## src/rtl/hub75_row_scheduler.sv

```systemverilog
// HUB75 row scheduler: fetches pixel words, slices one bit-plane per pass into shadow rows and
// hands them to the row writer. Optional statistics counters: define HUB75_SCHED_STATS_EN.
module hub75_row_scheduler #(
  parameter int unsigned ROW_BITS = 5,
  parameter int unsigned PLANES   = 8
) (
  input  logic                  clk,
  input  logic                  rst_n,
  input  logic                  en,
  input  logic [7:0]            global_brt,
  input  logic                  swap_req,
  output logic                  swap_ack,
  output logic [ROW_BITS+6:0]   mem_addr,
  output logic                  mem_rd,
  input  logic [47:0]           mem_data,
  input  logic                  write_can,
  input  logic                  write_next,
  input  logic                  latch,
  output logic [63:0]           buffer_r0,
  output logic [63:0]           buffer_g0,
  output logic [63:0]           buffer_b0,
  output logic [63:0]           buffer_r1,
  output logic [63:0]           buffer_g1,
  output logic [63:0]           buffer_b1,
  output logic [7:0]            buffer_brt,
  output logic [ROW_BITS-1:0]   row_addr,
  output logic                  underrun
`ifdef HUB75_SCHED_STATS_EN
  ,
  output logic [15:0]           frame_cnt,
  output logic [15:0]           underrun_cnt
`endif
);

  localparam int unsigned PLANE_W = (PLANES > 1) ? $clog2(PLANES) : 1;

  localparam logic [1:0] StIdle  = 2'd0;
  localparam logic [1:0] StFetch = 2'd1;
  localparam logic [1:0] StReady = 2'd2;

  logic [1:0]          state, state_d;
  logic                bank;
  logic [ROW_BITS-1:0] row;
  logic [PLANE_W-1:0]  plane;
  logic [6:0]          cnt;
  logic [63:0]         sh_r0, sh_g0, sh_b0, sh_r1, sh_g1, sh_b1;
  logic [ROW_BITS-1:0] pend_row;
  logic [7:0]          pend_brt;

  logic       commit, bad_reload, last_plane, last_row, capture;
  logic [5:0] cap_col;
  logic [3:0] brt_shift;
  logic       unused_inputs;

  assign unused_inputs = write_can;

  always_comb begin
    commit     = (state == StReady) && write_next;
    bad_reload = (state != StReady) && write_next;
    last_plane = (plane == PLANE_W'(PLANES - 1));
    last_row   = &row;
    // Data for the read issued at cnt-1 is on mem_data while cnt is current.
    capture    = (state == StFetch) && (cnt != 7'd0) && en;
    cap_col    = cnt[5:0] - 6'd1;
    brt_shift  = 4'(PLANES - 1) - 4'(plane);
    mem_rd     = (state == StFetch) && !cnt[6];
    mem_addr   = {bank, row, cnt[5:0]};

    state_d = state;
    unique case (state)
      StIdle:  if (en) state_d = StFetch;
      StFetch: begin
        if (!en)                 state_d = StIdle;
        else if (cnt == 7'd64)   state_d = StReady;
      end
      StReady: begin
        if (commit)              state_d = en ? StFetch : StIdle;
        else if (!en)            state_d = StIdle;
      end
      default:                   state_d = StIdle;
    endcase
  end

  always_ff @(posedge clk or negedge rst_n) begin
    if (!rst_n) begin
      state      <= StIdle;
      bank       <= 1'b0;
      row        <= '0;
      plane      <= '0;
      cnt        <= '0;
      sh_r0      <= '0;
      sh_g0      <= '0;
      sh_b0      <= '0;
      sh_r1      <= '0;
      sh_g1      <= '0;
      sh_b1      <= '0;
      buffer_r0  <= '0;
      buffer_g0  <= '0;
      buffer_b0  <= '0;
      buffer_r1  <= '0;
      buffer_g1  <= '0;
      buffer_b1  <= '0;
      buffer_brt <= '0;
      row_addr   <= '0;
      pend_row   <= '0;
      pend_brt   <= '0;
      swap_ack   <= 1'b0;
      underrun   <= 1'b0;
    end else begin
      state    <= state_d;
      swap_ack <= 1'b0;

      if (state_d == StFetch && state != StFetch) cnt <= '0;
      else if (state == StFetch)                  cnt <= cnt + 7'd1;

      if (capture) begin
        sh_r0[cap_col] <= mem_data[47:40] >> plane;
        sh_g0[cap_col] <= mem_data[39:32] >> plane;
        sh_b0[cap_col] <= mem_data[31:24] >> plane;
        sh_r1[cap_col] <= mem_data[23:16] >> plane;
        sh_g1[cap_col] <= mem_data[15:8]  >> plane;
        sh_b1[cap_col] <= mem_data[7:0]   >> plane;
      end

      if (commit) begin
        buffer_r0 <= sh_r0;
        buffer_g0 <= sh_g0;
        buffer_b0 <= sh_b0;
        buffer_r1 <= sh_r1;
        buffer_g1 <= sh_g1;
        buffer_b1 <= sh_b1;
        pend_row  <= row;
        pend_brt  <= global_brt >> brt_shift;
        if (last_plane) begin
          plane <= '0;
          row   <= row + 1'b1;
          if (last_row && swap_req) begin
            bank     <= ~bank;
            swap_ack <= 1'b1;
          end
        end else begin
          plane <= plane + 1'b1;
        end
      end

      // Disabling blanks the next latched row regardless of any commit.
      if (!en) pend_brt <= '0;

      if (latch) begin
        row_addr   <= pend_row;
        buffer_brt <= pend_brt;
      end

      if (bad_reload) underrun <= 1'b1;
    end
  end

`ifdef HUB75_SCHED_STATS_EN
  always_ff @(posedge clk or negedge rst_n) begin
    if (!rst_n) begin
      frame_cnt    <= '0;
      underrun_cnt <= '0;
    end else begin
      if (commit && last_plane && last_row) frame_cnt <= frame_cnt + 16'd1;
      if (bad_reload && underrun_cnt != 16'hFFFF) underrun_cnt <= underrun_cnt + 16'd1;
    end
  end
`endif

endmodule

```

## config.mk

```make
export PLATFORM = sky130hd
export DESIGN_NAME = hub75_row_scheduler
export DESIGN_NICKNAME = d
export VERILOG_FILES = /design/src/rtl/hub75_row_scheduler.sv
export SDC_FILE = /design/constraint.sdc
export NUM_CORES = 1
export LEC_CHECK = 0
export BUFFER_PORTS_ARGS = -buffer_cell sky130_fd_sc_hd__buf_2
export CAP_MARGIN = 0
export CORE_ASPECT_RATIO = 0.5
export CORE_MARGIN = 5
export CORE_UTILIZATION = 61
export CTS_CLUSTER_SIZE = 25
export DETAILED_ROUTE_END_ITERATION = 8
export PLACE_DENSITY = 0.84
export SLEW_MARGIN = 15
export SYNTH_ARGS = -nofsm -noshare
export SYNTH_HDL_FRONTEND = slang
export SYNTH_SLANG_ARGS = --single-unit
```

## constraint.sdc

```tcl
create_clock -name clk -period 4.4 [get_ports clk]
set_input_delay 0.44 -clock clk [delete_from_list [all_inputs] [get_ports clk]]
set_output_delay 0.44 -clock clk [all_outputs]
set_load 0.1 [all_outputs]
```

# Word-level counts from Yosys, hierarchy flattened
# Cells that the tools add are included.
# Widths: inputs -> output; s select.
# word_totals
output_inout_bits	412
elab_cells	84
reg_bits	814
# op_classes
n_shift	7
reduce_logical	15
n_eq_ne	8
mux	23
bitwise	1
magnitude_cmp	2
n_addsub	5
# ops
operator	count
$bwmux 64	6
$shr 8x3->1	6
$mux 8	2
$mux 7	2
$mux 2	5
$logic_and 1x1->1	8
$shr 8x4->8	1
$add 7x1->7 const B	1
$eq 7x7->1 const B	1
$lt 6x7->1 const B	1
$reduce_bool 7->1	1
$demux 1 s6	1
$ge 6x1->1 const B	1
$pmux 2 s3	1
$sub 6x1->6 const B	1
$add 5x1->5 const B	1
$mux 1	5
$reduce_and 5->1	1
$eq 2x1->1 const B	2
$ne 2x1->1 const B	2
$sub 3x3->4 const A	1
$add 3x1->3 const B	1
$eq 3x3->1 const B	1
$mux 3	1
8 further kinds	8

# Depth between registers and ports, before layout
# depth
depth_word	7
ltp_mapped	10
depth_no_buf	7

# Worst setup path before layout
# Ideal clock, no wire load.
# synth_timing
kind	register -> register
startpoint	reg cnt[0]
endpoint	reg sh_b0[45]
n_path_buf	3
slack_ns	1.813
path_stages_with_launch	11
setup_time_ns	0.125
t_arrival_ns	2.462
cell_sequence	dfrtp_1 > buf_2 > inv_1 > ha_1 > buf_4 > xor2_1 > and2_1 > and2_1 > clkbuf_2 > nor3b_4 > mux2_2
# synth_via
elab_chain_len	6
word_cells_on_any_way	10
# synth_rtl
item	line_no	text
start: declaration	45	logic [6:0] cnt;
start signal: assignment	114	else if (state == StFetch) cnt <= cnt + 7'd1;
$sub 6x1->6	64	cap_col = cnt[5:0] - 6'd1;
$lt 6x7->1 (not written as such) or $ge 6x1->1 (tied branches)	119	sh_b0[cap_col] <= mem_data[31:24] >> plane;
$logic_and 1x1->1 (not written as such)	119	
$mux 1 (not written as such)	119	
$demux 1 s6	119	
$bwmux 64	119	
end signal: indexed assignment	119	
end: declaration	46	logic [63:0] sh_r0, sh_g0, sh_b0, sh_r1, sh_g1, sh_b1;
# Several ways; a longest one is shown, not always the timed one.
# A chain may end at the register's enable or synchronous reset.

# Worst setup path in the final report
# layout_timing
startpoint	reg cnt[0]
endpoint	reg sh_g1[42]
# layout_via
elab_chain_len	6
word_cells_on_any_way	10
# layout_rtl
item	line_no	text
$sub 6x1->6	64	
$lt 6x7->1 (not written as such) or $ge 6x1->1 (tied branches)	121	sh_g1[cap_col] <= mem_data[15:8] >> plane;
$logic_and 1x1->1 (not written as such)	121	
$mux 1 (not written as such)	121	
$demux 1 s6	121	
$bwmux 64	121	
end signal: indexed assignment	121	
end: declaration	46	
# Several ways; a longest one is shown, not always the timed one.

==> flow_results.xml <==
<?xml version="1.0" encoding="UTF-8"?>
<metrics>
  <group name="synthesis">
    <metric name="synth.distinct_cells" unit="">64</metric>
    <metric name="yosysTopAreaCellShare" unit="%">63.3</metric>
    <metric name="dominant_cell_type_by_area_after_synthesis" unit="">sky130_fd_sc_hd__dfrtp_1</metric>
    <metric name="yosys_most_used_dff" unit="">sky130_fd_sc_hd__dfrtp_1</metric>
    <metric name="synth.area.top_cells" unit="">sky130_fd_sc_hd__dfrtp_1, sky130_fd_sc_hd__nand2_1, sky130_fd_sc_hd__mux2_2</metric>
    <metric name="number_of_enable_flip_flop_cells_after_synthesis" unit="">0</metric>
    <metric name="synth_seq_area_share" unit="%">63.3</metric>
    <metric name="ys_warn_count" unit="">0</metric>
    <metric name="synthesis.area_per_instance" unit="sq um">11.3</metric>
    <metric name="ys_async_sr_fraction" unit="%">100</metric>
    <metric name="synth_commonest_cells" unit="">sky130_fd_sc_hd__nand2_1, sky130_fd_sc_hd__dfrtp_1, sky130_fd_sc_hd__mux2_2</metric>
    <metric name="mappedNetlistNets" unit="">2917</metric>
    <metric name="synth_most_common_cell" unit="">sky130_fd_sc_hd__nand2_1</metric>
    <metric name="synth.cell_area" unit="sq um">32200</metric>
    <metric name="total_of_flip_flops_plus_latches_after_synthesis" unit="">814</metric>
    <metric name="synthCells" unit="">2847</metric>
  </group>
  <group name="sta">
    <metric name="post-route-period-util" unit="%">79.8</metric>
    <metric name="clock-skew-final" unit="ps">23.5</metric>
    <metric name="grt_setup_unrepaired" unit="">no</metric>
    <metric name="slew_headroom" unit="%">13.6</metric>
    <metric name="final.setup.tns" unit="ps">0</metric>
    <metric name="worst_pin_slew" unit="ps">1290</metric>
    <metric name="maxClockFrequency" unit="GHz">0.285</metric>
    <metric name="holdWs" unit="ps">64.7</metric>
    <metric name="setup_viol" unit="">0</metric>
    <metric name="number_of_endpoints_with_negative_hold_slack_in_the_final_report" unit="">0</metric>
    <metric name="maxSlewViolCount" unit="">0</metric>
    <metric name="final.min_clock_period" unit="ps">3510</metric>
  </group>
  <group name="setup_path">
    <metric name="r2r_setup_slack" unit="ps">890</metric>
    <metric name="timing.critical_path.slowest_cell_delay" unit="ps">930</metric>
    <metric name="critPathArrivalTime" unit="ps">3920</metric>
    <metric name="timing_worst_setup_path_type" unit="">flip-flop to flip-flop</metric>
    <metric name="crit_chain" unit="">inv_1 &gt; ha_1 &gt; xor2_1 &gt; nor4_1 &gt; o21ai_0 &gt; nand2_1 &gt; o21ai_0</metric>
    <metric name="cpMaxStageDelayCell" unit="">sky130_fd_sc_hd__nor4_1</metric>
    <metric name="critical_path.startpoint_type" unit="">flip-flop</metric>
    <metric name="largest_fanout_on_the_critical_path" unit="">12</metric>
    <metric name="worstSetupEndpointType" unit="">flip-flop</metric>
    <metric name="worstPathRequired" unit="ps">4810</metric>
    <metric name="cpMostUsedCell" unit="">sky130_fd_sc_hd__o21ai_0</metric>
  </group>
  <group name="die">
    <metric name="top_level_ports" unit="">475</metric>
    <metric name="die-width" unit="um">335</metric>
    <metric name="placementRows" unit="">59</metric>
    <metric name="fp.dieH" unit="um">172</metric>
    <metric name="floorplan.initialDensity" unit="%">61.8</metric>
    <metric name="core_area" unit="sq um">52000</metric>
    <metric name="die_area" unit="sq um">57700</metric>
  </group>
  <group name="power">
    <metric name="netSwitchingPower" unit="mW">4.46</metric>
    <metric name="ir_worst_vdd" unit="mV">0.309</metric>
    <metric name="leakagePower" unit="nW">21.2</metric>
    <metric name="switching_share" unit="%">26.1</metric>
    <metric name="seqPwrFrac" unit="%">52.1</metric>
    <metric name="pwr-share-comb" unit="%">12.4</metric>
    <metric name="powerDensity" unit="nW/um^2">458</metric>
    <metric name="clockPowerShare" unit="%">35.5</metric>
    <metric name="power.internal" unit="mW">12.6</metric>
  </group>
  <group name="clock_tree">
    <metric name="clk_root_buffer_cell" unit="">sky130_fd_sc_hd__clkbuf_16</metric>
    <metric name="clock_insertion_delay_worst_skew" unit="ps">600</metric>
    <metric name="cts_num_sinks" unit="">814</metric>
    <metric name="cts_max_level" unit="">3</metric>
    <metric name="tritoncts.num_buffers" unit="">70</metric>
    <metric name="clock_path_buffers" unit="">3</metric>
    <metric name="cts_tree" unit="">done</metric>
    <metric name="clk_pin_slew_worst_paths" unit="ps">70</metric>
  </group>
  <group name="job">
    <metric name="drv.max_cap_violation_count" unit="">0</metric>
  </group>
  <group name="routing">
    <metric name="antenna_violating_nets_post_route" unit="">0</metric>
    <metric name="routed_wire_length_per_instance" unit="um">21.5</metric>
    <metric name="detail_route.first_pass.iterations" unit="">6</metric>
    <metric name="initialDrtViolationCount" unit="">2119</metric>
    <metric name="finalWirelength" unit="um">86600</metric>
    <metric name="drc_errors" unit="">0</metric>
    <metric name="vias" unit="">22712</metric>
    <metric name="detail_route.vias_per_cell" unit="">5.65</metric>
  </group>
  <group name="grt">
    <metric name="groute.usage.overall" unit="%">30.0</metric>
    <metric name="wire_length_of_the_first_global_routing_pass" unit="um">134000</metric>
    <metric name="antenna_violations_before_repair" unit="">1</metric>
    <metric name="grt_max_degree" unit="">204</metric>
    <metric name="number_of_global_route_vias_before_repair" unit="">23457</metric>
    <metric name="grt-ovfl-total" unit="">0</metric>
  </group>
  <group name="placed_design">
    <metric name="buffer_ports.inserted" unit="">473</metric>
    <metric name="gp_routability_congestion" unit="">0.901</metric>
    <metric name="dp_hpwl" unit="um">57000</metric>
  </group>
  <group name="cells_and_area">
    <metric name="layout.nets" unit="">3339</metric>
    <metric name="syn2layout_area_growth" unit="%">16.1</metric>
    <metric name="drive_above_1_share" unit="%">31.4</metric>
  </group>
  <group name="run_status">
    <metric name="run_status" unit="">completed</metric>
  </group>
  <group name="worst_hold_path">
    <metric name="min_path_type" unit="">primary input to flip-flop</metric>
  </group>
</metrics>
==> flip-flops by register name, indices dropped and copies added, names as in the netlist, 7 cells and up <==
signal,count
buffer_b0,64
buffer_b1,64
buffer_g0,64
buffer_g1,64
buffer_r0,64
buffer_r1,64
sh_b0,64
sh_b1,64
sh_g0,64
sh_g1,64
sh_r0,64
sh_r1,64
buffer_brt,8
pend_brt,8
cnt,7
==> layout make-up <==
class                           count  area [sq um]
Antenna cell                        1          2.50
Timing Repair Buffer              516          2850
Clock inverter                     17           171
Multi-Input combinational cell   1862         11000
Fill cell                        3555         14700
Tap cell                          701           877
Sequential cell                   814         20400
Clock buffer                      101          2020
Inverter                            5          18.8
==> cells by family after synthesis <==
family	count (synthesis)	share of synthesized area, %
simple gates	1363	17.8
fa+ha+maj	7	0.272
mux	384	14.0
compound gates	96	1.80
flops	814	63.3
buf+inv	171	2.40
xor+xnor	12	0.467
==> critical path: cells and delay by family (launching register included) <==
kind | cells | cell delay, ps
AO/OA/AOI/OAI | 2 | 820
XOR/XNOR | 1 | 240
adder cells (fa/ha/maj) | 1 | 360
buffers and inverters | 1 | 130
flip-flops | 1 | 630
AND/OR/NAND/NOR | 2 | 1130
==> timing repair <==
action                    CTS  global route
gates resized for setup     0             0
hold endpoints to repair   63             0
hold buffers                1             0
setup buffers               0             0
==> routing by layer <==
layer  GRT usage [%]  part of all wire (%)
met2            50.3                    50
met1            38.8                    39
met5               0                     0
met4            14.9                   5.6
met3            4.95                   5.5
==> power groups by stage <==
stage                     Combinational [mW]  Sequential (mW)  Clock [mW]
after global placement                  2.01             8.96           0
after floorplan                         1.52             8.90           0
after global routing                    2.29             9.01        6.43
after detailed placement                2.10             9.03           0
final                                   2.12             8.92        6.07
after CTS                               2.12             8.91        6.13
==> layout by cell type (no fill, tap or decap), types with 3 or more instances in the layout <==
master	Yosys	final
sky130_fd_sc_hd__ha_1	7	7
sky130_fd_sc_hd__inv_1	5	5
sky130_fd_sc_hd__and2_1	7	7
sky130_fd_sc_hd__clkinv_2	0	11
sky130_fd_sc_hd__a21oi_1	7	7
sky130_fd_sc_hd__and3_1	5	5
sky130_fd_sc_hd__nor2b_1	3	3
sky130_fd_sc_hd__nor2_2	4	4
sky130_fd_sc_hd__buf_2	22	472
sky130_fd_sc_hd__o211ai_1	5	5
sky130_fd_sc_hd__buf_4	12	30
sky130_fd_sc_hd__mux2i_1	10	10
sky130_fd_sc_hd__xnor2_1	6	6
sky130_fd_sc_hd__clkbuf_8	0	13
sky130_fd_sc_hd__nor3_4	18	18
sky130_fd_sc_hd__nor3b_4	4	4
sky130_fd_sc_hd__dfrtp_1	814	814
sky130_fd_sc_hd__buf_12	2	12
sky130_fd_sc_hd__nand2_1	1259	1259
sky130_fd_sc_hd__clkbuf_1	121	17
sky130_fd_sc_hd__xor2_1	3	3
sky130_fd_sc_hd__nand3b_1	3	3
sky130_fd_sc_hd__nand3_1	5	5
sky130_fd_sc_hd__bufinv_16	0	3
sky130_fd_sc_hd__nor2_1	13	12
sky130_fd_sc_hd__nand3_4	12	12
sky130_fd_sc_hd__mux2_4	6	6
sky130_fd_sc_hd__nand4_1	5	5
sky130_fd_sc_hd__mux4_2	14	14
sky130_fd_sc_hd__o21ai_0	60	59
sky130_fd_sc_hd__nand2b_1	7	7
sky130_fd_sc_hd__mux2_2	352	352
sky130_fd_sc_hd__clkbuf_16	0	71
==> final timing paths <==
check,cells after the start,endpoint,from
min in group asynchronous,2,buffer_g0[28],rst_n
hold / removal,2,underrun,write_next
setup reg to reg,7,sh_g1[42],cnt[0]
max in group asynchronous,3,buffer_g1[61],rst_n
setup / recovery,7,sh_g1[42],cnt[0]
hold reg to reg,2,buffer_r1[20],sh_r1[20]
==> through the flow <==
| step | util, % | worst slack (ps) | power (mW) | instances | area [sq um] |
|---|---|---|---|---|---|
| 3_5_place_dp | 67.6 | 1030 | 11.1 | 3897 | 35200 |
| 5_1_grt | 71.8 | 660 | 17.7 | 4017 | 37400 |
| 3_3_place_gp | 67.6 | 1100 | 11.0 | 3897 | 35200 |
| 6_report | 71.8 | 889 | 17.1 | 4017 | 37400 |
| 4_1_cts | 71.8 | 961 | 17.2 | 4016 | 37400 |
| 2_1_floorplan | - | 1810 | 10.4 | 2847 | 32200 |
No activity file was read; power rests on OpenSTA's default activity.
